[config.mk]
export PLATFORM = sky130hd
export DESIGN_NAME = conv_lut_sched
export DESIGN_NICKNAME = d
export VERILOG_FILES = /design/src/rtl/conv_lut_sched.sv
export SDC_FILE = /design/constraint.sdc
export NUM_CORES = 1
export LEC_CHECK = 0
export ABC_AREA = 1
export CELL_PAD_IN_SITES_DETAIL_PLACEMENT = 1
export CELL_PAD_IN_SITES_GLOBAL_PLACEMENT = 2
export CORE_UTILIZATION = 29
export CTS_BUF_LIST = sky130_fd_sc_hd__clkbuf_4 sky130_fd_sc_hd__clkbuf_8
export DETAILED_ROUTE_END_ITERATION = 16
export PLACE_DENSITY = 0.91
export SKIP_LAST_GASP = 1
export SLEW_MARGIN = 20
export SYNTH_ARGS = -nofsm -noshare
export SYNTH_HDL_FRONTEND = slang
export SYNTH_SLANG_ARGS = --single-unit
[constraint.sdc]
create_clock -name clk -period 2.6 [get_ports clk]
set_input_delay 0.78 -clock clk [delete_from_list [all_inputs] [get_ports clk]]
set_output_delay 0.78 -clock clk [all_outputs]
set_load 0.02 [all_outputs]
[src/rtl/conv_lut_sched.sv]
// conv_lut_sched: sequencer for one shared 4-input/2-output conv LUT slice.
// Slides a 4-bit window across a latched activation row at a fixed stride,
// feeds each window to an external LUT, and accumulates the saturated 2-bit
// results into one sum per row, returned over a valid/ready handshake.
// Optional build macro CONV_LUT_SCHED_PIPE_EN inserts a register stage on the
// LUT result; the accumulator then lags by one cycle and RUN gains a drain cycle.
module conv_lut_sched #(
    parameter int DATA_W = 16,
    parameter int STRIDE = 1,
    parameter int ACC_W  = 8
) (
    input  logic              clk,
    input  logic              rst,
    input  logic              in_valid,
    output logic              in_ready,
    input  logic [DATA_W-1:0] in_data,
    output logic              lut_bit_1,
    output logic              lut_bit_2,
    output logic              lut_bit_3,
    output logic              lut_bit_4,
    input  logic              lut_dout_bit1,
    input  logic              lut_dout_bit2,
    output logic              out_valid,
    input  logic              out_ready,
    output logic [ACC_W-1:0]  out_sum,
    output logic              busy
);

    localparam int NPOS  = (DATA_W - 4) / STRIDE + 1;
    localparam int POS_W = (NPOS > 1) ? $clog2(NPOS) : 1;
    localparam logic [POS_W-1:0] POS_LAST = POS_W'(NPOS - 1);

    typedef enum logic [1:0] {IDLE, RUN, DONE} state_t;

    state_t            state;
    state_t            state_nxt;
    logic [DATA_W-1:0] row;
    logic [POS_W-1:0]  pos;
    logic [ACC_W-1:0]  acc;
    logic [ACC_W-1:0]  acc_sum;
    logic [ACC_W:0]    acc_wide;
    logic [1:0]        v;
    logic [1:0]        add_v;
    logic [3:0]        win;
    logic              accept;
    logic              last_pos;
    logic              step_done;

    assign v        = {lut_dout_bit2, lut_dout_bit1};
    assign accept   = in_valid && (state == IDLE);
    assign last_pos = (pos == POS_LAST);

`ifdef CONV_LUT_SCHED_PIPE_EN
    logic [1:0] v_q;
    logic       v_vld;
    logic       drain;

    // Pipe stage: capture each window's LUT result; the drain cycle adds the last one.
    always_ff @(posedge clk) begin
        if (rst || accept) begin
            v_q   <= '0;
            v_vld <= 1'b0;
            drain <= 1'b0;
        end else if (state == RUN) begin
            v_q   <= v;
            v_vld <= !drain;
            if (last_pos) drain <= 1'b1;
        end
    end

    assign add_v     = v_vld ? v_q : 2'b00;
    assign step_done = (state == RUN) && drain;
`else
    assign add_v     = (state == RUN) ? v : 2'b00;
    assign step_done = (state == RUN) && last_pos;
`endif

    // Saturating add: a carry out of the accumulator clamps to all ones.
    assign acc_wide = {1'b0, acc} + {{(ACC_W - 1){1'b0}}, add_v};
    assign acc_sum  = acc_wide[ACC_W] ? '1 : acc_wide[ACC_W-1:0];

    // State register.
    always_ff @(posedge clk) begin
        // NOTE: sequential state uses non-blocking assignments so every register samples pre-edge values.
        if (rst) state <= IDLE;
        else     state <= state_nxt;
    end

    // Next-state logic.
    always_comb begin
        // NOTE: default first so every path assigns state_nxt and no latch is inferred.
        state_nxt = state;
        case (state)
            IDLE:    if (accept)    state_nxt = RUN;
            RUN:     if (step_done) state_nxt = DONE;
            DONE:    if (out_ready) state_nxt = IDLE;
            default:                state_nxt = IDLE;
        endcase
    end

    // Datapath: row latch, window position, accumulator and held result.
    always_ff @(posedge clk) begin
        if (rst) begin
            row     <= '0;
            pos     <= '0;
            acc     <= '0;
            out_sum <= '0;
        end else if (accept) begin
            row <= in_data;
            pos <= '0;
            acc <= '0;
        end else if (state == RUN) begin
            acc <= acc_sum;
            if (!last_pos)  pos     <= pos + 1'b1;
            if (step_done)  out_sum <= acc_sum;
        end
    end

    // Outputs decoded from state and registers only.
    always_comb begin
        win       = 4'(row >> (pos * STRIDE));
        in_ready  = (state == IDLE);
        out_valid = (state == DONE);
        busy      = (state != IDLE);
        lut_bit_1 = (state == RUN) && win[0];
        lut_bit_2 = (state == RUN) && win[1];
        lut_bit_3 = (state == RUN) && win[2];
        lut_bit_4 = (state == RUN) && win[3];
    end

endmodule

* Word-level counts from Yosys, hierarchy flattened
Cells that the tools add are included.
** Word-level totals
- Register bits after elaboration :: 38
- Word-level logic and storage cells :: 34
- Bits of input ports :: 22
** Operators by class
- Muxes and demuxes :: 6
- Add/sub/neg operators :: 2
- Bitwise logic cells :: 2
- Shift operators :: 1
- Reduce and logical (&&, ||, !) cells :: 12
- Equal/unequal tests :: 6
** Operators by type and width (number)
- $shr 16x4->4 :: 1
- $add 8x2->9 :: 1
- $mux 2 :: 4
- $mux 8 :: 1
- $logic_and 1x1->1 :: 6
- $pmux 2 s3 :: 1
- $reduce_and 3->1 :: 2
- $add 4x1->4 const B :: 1
- $eq 4x4->1 const B :: 1
- $ne 2x1->1 const B :: 2
- $eq 2x1->1 const B :: 1
- $eq 2x2->1 const B :: 1
- $logic_not 2->1 :: 1
- $ne 2x2->1 const B :: 1
- $not 1->1 :: 2
- $reduce_and 2->1 :: 1
- $reduce_bool 2->1 :: 1
- $reduce_or 2->1 :: 1

* Longest topological paths before layout
Gate-level depths: netlist of run 1.
- Depth after elaboration :: 4
- Gate-level depth with buffers :: 15
- Mapped depth without buffers :: 14

* Least setup slack after synthesis of run 1
Ideal clock, no wire load.
- Kind :: in2reg
- Start point :: input port lut_dout_bit1
- End point :: register acc[4]
- Setup slack :: 0.384 ns
- Buffers on the path :: 1
- Stages on the path :: 13
- Setup time :: 0.056 ns
- Arrival :: 2.160 ns
- Path through :: inv_1 > nor2_1 > ha_1 > inv_1 > fa_1 > inv_1 > nand3_4 > nor2_4 > nand3_2 > buf_6 > nand3_1 > nand2_1 > inv_1
** Between the ends
- Cells in the longest elaborated chain, start to end :: 3
** RTL lines
- start: declaration :: RTL line 21 : input logic lut_dout_bit1,
- $mux 2 :: RTL line 74 : assign add_v = (state == RUN) ? v : 2'b00;
- $add 8x2->9 :: RTL line 79 : assign acc_wide = {1'b0, acc} + {{(ACC_W - 1){1'b0}}, add_v};
- $mux 8 :: RTL line 80 : assign acc_sum = acc_wide[ACC_W] ? '1 : acc_wide[ACC_W-1:0];
- end signal: assignment :: RTL line 113 : acc <= acc_sum;
- end: declaration :: RTL line 39 : logic [ACC_W-1:0] acc;
Every way passes these cells.
A chain may end at the register's enable or synchronous reset.

* Final worst setup path of run 1
- Start point :: input port lut_dout_bit1
- End point :: register out_sum[4]
** Between the ends
- Cells in the longest elaborated chain, start to end :: 3
** RTL lines
- $mux 2 :: RTL line 74
- $add 8x2->9 :: RTL line 79
- $mux 8 :: RTL line 80
- end signal: assignment :: RTL line 115 : if (step_done) out_sum <= acc_sum;
- end: declaration :: RTL line 25 : output logic [ACC_W-1:0] out_sum,
Every way passes these cells.

==> results of run 1 <==
flip-flops by register name, indices dropped and copies added, names as in the netlist:
| signal | flops |
|---|---|
| row | 16 |
| acc | 8 |
| out_sum | 8 |
| pos | 4 |
| state | 2 |
critical path: stages:
cell and delay (ps):
clkdlybuf4s50_1 450, inv_1 40, nor2_2 100, ha_2 180, inv_1 50, fa_2 350
inv_2 80, nand3_4 80, nor2_4 210, nand3_2 180, nand3_1 140, nand2_1 50
inv_1 40
metal layers:
metal,track usage (%),up-vias,part of all wire (%)
met3,2.56,5,3.0
met2,29.3,40,45
li1,-,1207,-
met4,4.91,0,1.1
met5,0,-,0
met1,24.9,1087,51
layout make-up:
class                   count  area (um^2)  area share, %
multi-input cells         258         1240           42.8
clock inverters             3         40.0           1.38
repair buffers             57          494           17.1
well taps                  99          124           4.28
flip-flops and latches     38          766           26.5
clock buffers               5         68.8           2.38
inverters                  42          164           5.66
per-stage QoR:
step	setup slack [ps]	utilization, %
after floorplan	384	-
after global placement	-195	37.3
after detailed placement	-269	37.3
after CTS	14.0	39.4
after global routing	18.8	39.5
final	118	39.5
logic make-up after synthesis:
group	synth area share [%]
flops	34.2
simple gates	38.8
buf+inv	11.3
fa+ha+maj	3.15
xor+xnor	0.788
compound gates	11.8
layout by cell type (no fill, tap or decap), types with 2 or more instances in the layout:
cell,n
nand2_2,3
o21ai_0,26
a21oi_1,16
nand2_1,90
clkbuf_8,5
inv_1,30
o21ai_1,4
nand3_4,2
nor2_4,3
xor2_1,2
inv_2,10
a31oi_1,4
nor2_2,2
clkinv_2,2
nand3_2,2
nand3_1,33
clkbuf_2,4
dfxtp_1,36
clkdlybuf4s50_1,32
buf_4,20
ha_1,3
nor2_1,62
power breakdown:
group          leakage (nW)  internal [mW]  switching, mW  total, mW
registers             0.312          0.613         0.0313      0.644
logic                 0.940          0.115          0.156      0.271
clock network        0.0579          0.283          0.229      0.512
total                  1.31           1.01          0.417       1.43
how the worst min path moves through the flow:
stage                 from  endpoint  slack [ps]  cells after the start
global placement    row[4]    row[4]         460                      2
finish              row[4]    row[4]         490                      2
global route        row[4]    row[4]         520                      2
CTS                 row[4]    row[4]         500                      2
detailed placement  row[4]    row[4]         480                      2
floorplan           row[5]    row[5]         440                      2
repair_timing:
action	4_1_cts	5_1_grt
resized for setup	10	13
setup endpoints to repair	4	19
endpoints found under the hold margin	0	0
cloned	0	1
pin swaps	0	2
setup buffers	6	0
==> run metrics, run 1 <==
status finished clean; Worst-Margin Slew 391 ps; Via density 4.66; initial DRC count 100; Initial Util about 30%; Layout fillers 962; Clock Sinks 38; reg-to-reg slack, setup roughly 440 ps; vias in the first global route roughly 2,300; EDFF count, synth 0; PortBufs 36; dpl cell area between 2000 and 3000 um^2; pin count of the biggest net entering global routing 21; Slew HR between 70% and 80%; hold_ws between 400 and 500 ps; CTS clk-pin slew, worst paths around 90 ps; first-pass GRT wire length roughly 11 mm; Async S/R FF share, synth 0%; GRT Util Overall 18.0%; Max clock buf depth 2; Final Hold Fails 0; Core ar. 7330 um^2; Worst Path Arrival 2740 ps; initial antenna violation count 0; Synth area leaders dfxtp_1 34%, nand2_1 15%, nor2_1 11%; Antenna Nets Post-Route 0; syn_area_per_cell about 6.3 um^2; fin. max-slew vios 0; Worst-Skew Late Latency about 300 ps; Overflow after GRT 0; Worst Setup SP lut_dout_bit1; total chip power 1.43 mW; warnings from Yosys 0; Power Density between 400 and 500 nW/um^2; drt drc 0; min Tclk post-route ~2500 ps; maximum vdd drop just under 0.0003 V; Die ar. approximately 8000 um^2; post-route cell area just under 3000 um^2; startpoint types input pin; Cells after Synth approximately 350; CTS tree built; hpwl dp between 4 and 5 mm; cell taking the most area after synthesis dfxtp_1; Worst Reg2Reg Path Length in Cells 13; Synth top area share between 30% and 40%; FMAX slightly above 0.4 GHz; drt pass-1 iters 4; CP Max Fanout 6; Tcrit/Tclk final 95.5%; hold_buf cts 0; Root Buffer clkbuf_8; share of layout cells above drive strength 1 roughly 15%; CTS buffer count 5; Total Wirelength roughly 6.6 mm; H-tree levels 2; DIE HEIGHT about 90 um; CP Capture Type flop; RSZ-0062 raised after global routing false; worst path required time between 2000 and 3000 ps; Hold Path Class reg -> reg; Leakage about 1.3 nW; Net count, final about 430; reported max-cap violation count 0; Post-Layout Cell Count ~500; Synth Flop Type dfxtp_1; count leader, synth nand2_1; library cells used by synthesis 26; WS Path Type in -> reg; syn_nets between 300 and 400; Die X 89.6 um; TNS Setup 0 ps; Yosys reg bits 38; ant diodes 0; Worst R2R Start state[0]; post-synthesis cell area approximately 2200 um^2; cell count after placement roughly 500; r2r endpoint out_sum[4]; Row Count 31; Area Growth Syn to Fin 30.1%; post-synthesis sequential area ratio between 30% and 40%; IO Pins 37; most frequent cells after synthesis 90 x nand2_1, 63 x nor2_1, 38 x dfxtp_1; WL/cell ~13 um; crit path to out_sum[4]; Placer Congestion 0.792; Setup-failing EPs final 0; clock skew 11.2 ps; via count ~2,300
No activity file was read; power rests on OpenSTA's default activity.
==> run 2: changes to the inputs <==
--- a/config.mk
+++ b/config.mk
@@ -8,10 +8,10 @@
 export ABC_AREA = 1
 export CELL_PAD_IN_SITES_DETAIL_PLACEMENT = 1
 export CELL_PAD_IN_SITES_GLOBAL_PLACEMENT = 2
-export CORE_UTILIZATION = 29
+export CORE_UTILIZATION = 31
 export CTS_BUF_LIST = sky130_fd_sc_hd__clkbuf_4 sky130_fd_sc_hd__clkbuf_8
 export DETAILED_ROUTE_END_ITERATION = 16
-export PLACE_DENSITY = 0.91
+export PLACE_DENSITY = 0.95
 export SKIP_LAST_GASP = 1
 export SLEW_MARGIN = 20
 export SYNTH_ARGS = -nofsm -noshare
==> constraint.sdc (replaced) <==
create_clock -name clk -period 3.1 [get_ports clk]
set_input_delay 0.93 -clock clk [delete_from_list [all_inputs] [get_ports clk]]
set_output_delay 0.93 -clock clk [all_outputs]
set_load 0.02 [all_outputs]
==> run 2 against run 1 <==
Hold slack got worse by 5.7 ps. Die area fell by 6.3%. Power is 21% lower. Core utilization increased by 0.76 points. Flip-flop and latch count is the same. Count of clock-buffer cells in the layout up 2. Non-clock buffer count shrank 15. Via count shrank 3.1%. Highest routed layer unchanged.
==> run metrics, run 2 (same netlist as run 1, synthesis figures left out) <==
Slew HR 72.8%; worst path required time between 3000 and 4000 ps; Net Sw Frac roughly 30%; FMAX 0.356 GHz; Tcrit/Tclk final 90.5%; maximum vdd drop about 0.00016 V; pre-CTS setup slack -3.98 ps; Global Route met1 Usage roughly a quarter; Top reg by flops row; internal power between 0.7 and 0.8 mW; CP Capture Type flop; Gate power share 19.2%; status finished clean; commonest non-fill, non-tap cell in the layout nand2_1; CTS clk-pin slew, worst paths roughly 70 ps; register share of total power 47.7%; fin. max-slew vios 0; ant diodes 0; post-route cell area ~2800 um^2; Hold Path Class reg -> reg; Antenna Nets Post-Route 0; via count approximately 2,300; Overflow after GRT 0; Setup-failing EPs final 0; CTS buffer count 5; Initial Util between 30 and 40%; Worst-Margin Slew about 410 ps; PortBufs 36; Multi-input gate area 1210 um^2; CP Max Fanout 12; Root Buffer clkbuf_8; min Tclk post-route ~2800 ps; Row Count 30; met2 usage roughly 31%; DIE HEIGHT between 80 and 90 um; WS Path Type in -> reg; RSZ-0062 raised after global routing false; Power Density 407 nW/um^2; Core ar. slightly below 7000 um^2; Placer Congestion 0.818; GR Util met3 under 10%; Layout fillers 921; Die ar. roughly 7500 um^2; H-tree levels 2; Leakage 1.31 nW; Max clock buf depth 2; IO Pins 37; Clk network pwr share between 30 and 40%; largest registers row: 16 flops, acc: 8 flops, out_sum: 8 flops; initial DRC count 92; vias in the first global route about 2,300; hpwl dp 4.77 mm; dpl cell area 2660 um^2; GRT Util Overall roughly a fifth; Post-Layout Cell Count just under 500; final core utilization 40.2%; Die X roughly 87 um; Worst Path Arrival a little over 3000 ps; Clock Sinks 38; Final Hold Fails 0; initial antenna violation count 0; clock skew 6.57 ps; cell count after placement 475; TNS Setup 0 ps; GR peak layer met2; total chip power 1.13 mW; most frequent cells in the layout 90 x nand2_1, 63 x nor2_1, 38 x dfxtp_1; reported max-cap violation count 0; drt drc 0; pin count of the biggest net entering global routing 23; max FFs per register 16; Post-CTS Setup Repair Bufs 0; share of layout cells above drive strength 1 9.30%; WL/cell roughly 13 um; drt pass-1 iters 4; first-pass GRT wire length approximately 11 mm; Net count, final about 410; hold_ws about 490 ps; Total Wirelength 6.43 mm; Area Growth Syn to Fin 24.2%; switching pwr about 0.34 mW; CTS tree built; Worst Slack Setup Final between 200 and 300 ps; Worst-Skew Late Latency 300 ps; startpoint types input pin; Via density roughly 4.7; register area about 760 um^2
-- run 2: cell count changes in the layout (fill, tap and decap cells not counted), sizes merged --
cell,change
clkinv,-1
inv,+1
clkbuf,-2
dlymetal6s2s,+4
clkinvlp,-1
nand3,-1
buf,-15
bufinv,-1
-- run 2: layer usage --
layer | share of wire (%) | routed length (um) | up-vias
li1 | - | - | 1170
met1 | 50 | 3240 | 1058
met5 | 0 | 0 | -
met3 | 2.6 | 166 | 7
met4 | 1.1 | 70 | 0
met2 | 46 | 2950 | 32
-- run 2: final timing paths --
check                startpoint      to  slack [ps]  depth (start not counted)
hold / removal           row[4]  row[4]         490                          2
hold reg to reg          row[4]  row[4]         490                          2
setup reg to reg       state[0]  acc[5]         660                         12
setup / recovery  lut_dout_bit1  acc[5]         290                         13
-- run 2: power groups by stage --
stage / combinational, mW / clock [mW] / sequential (mW)
after global routing: 0.243 / 0.403 / 0.541
after detailed placement: 0.216 / 0 / 0.548
final: 0.216 / 0.372 / 0.537
after floorplan: 0.142 / 0 / 0.540
after CTS: 0.218 / 0.380 / 0.537
after global placement: 0.210 / 0 / 0.547
-- run 2: repair_timing --
action,CTS,global route
hold buffers,0,0
hold endpoints to repair,0,0
gates resized for setup,0,6
endpoints found under the setup margin,0,4
-- run 2: critical path, cell delays in order --
cell             delay (ps)
clkdlybuf4s50_1         450
inv_1                    40
nor2_1                   90
ha_1                    190
inv_1                    60
fa_1                    420
inv_1                   120
nand3_4                  90
nor2_4                  120
nand3_2                 240
nand3_1                 180
nand2_1                  60
inv_1                    50
-- run 2: cell type report --
type,count,share of cell area (%)
Tap cell,96,4.35
Multi-Input combinational cell,257,43.9
Clock inverter,1,0.181
Sequential cell,38,27.5
Timing Repair Buffer,42,15.0
Clock buffer,7,3.26
Inverter,42,5.79
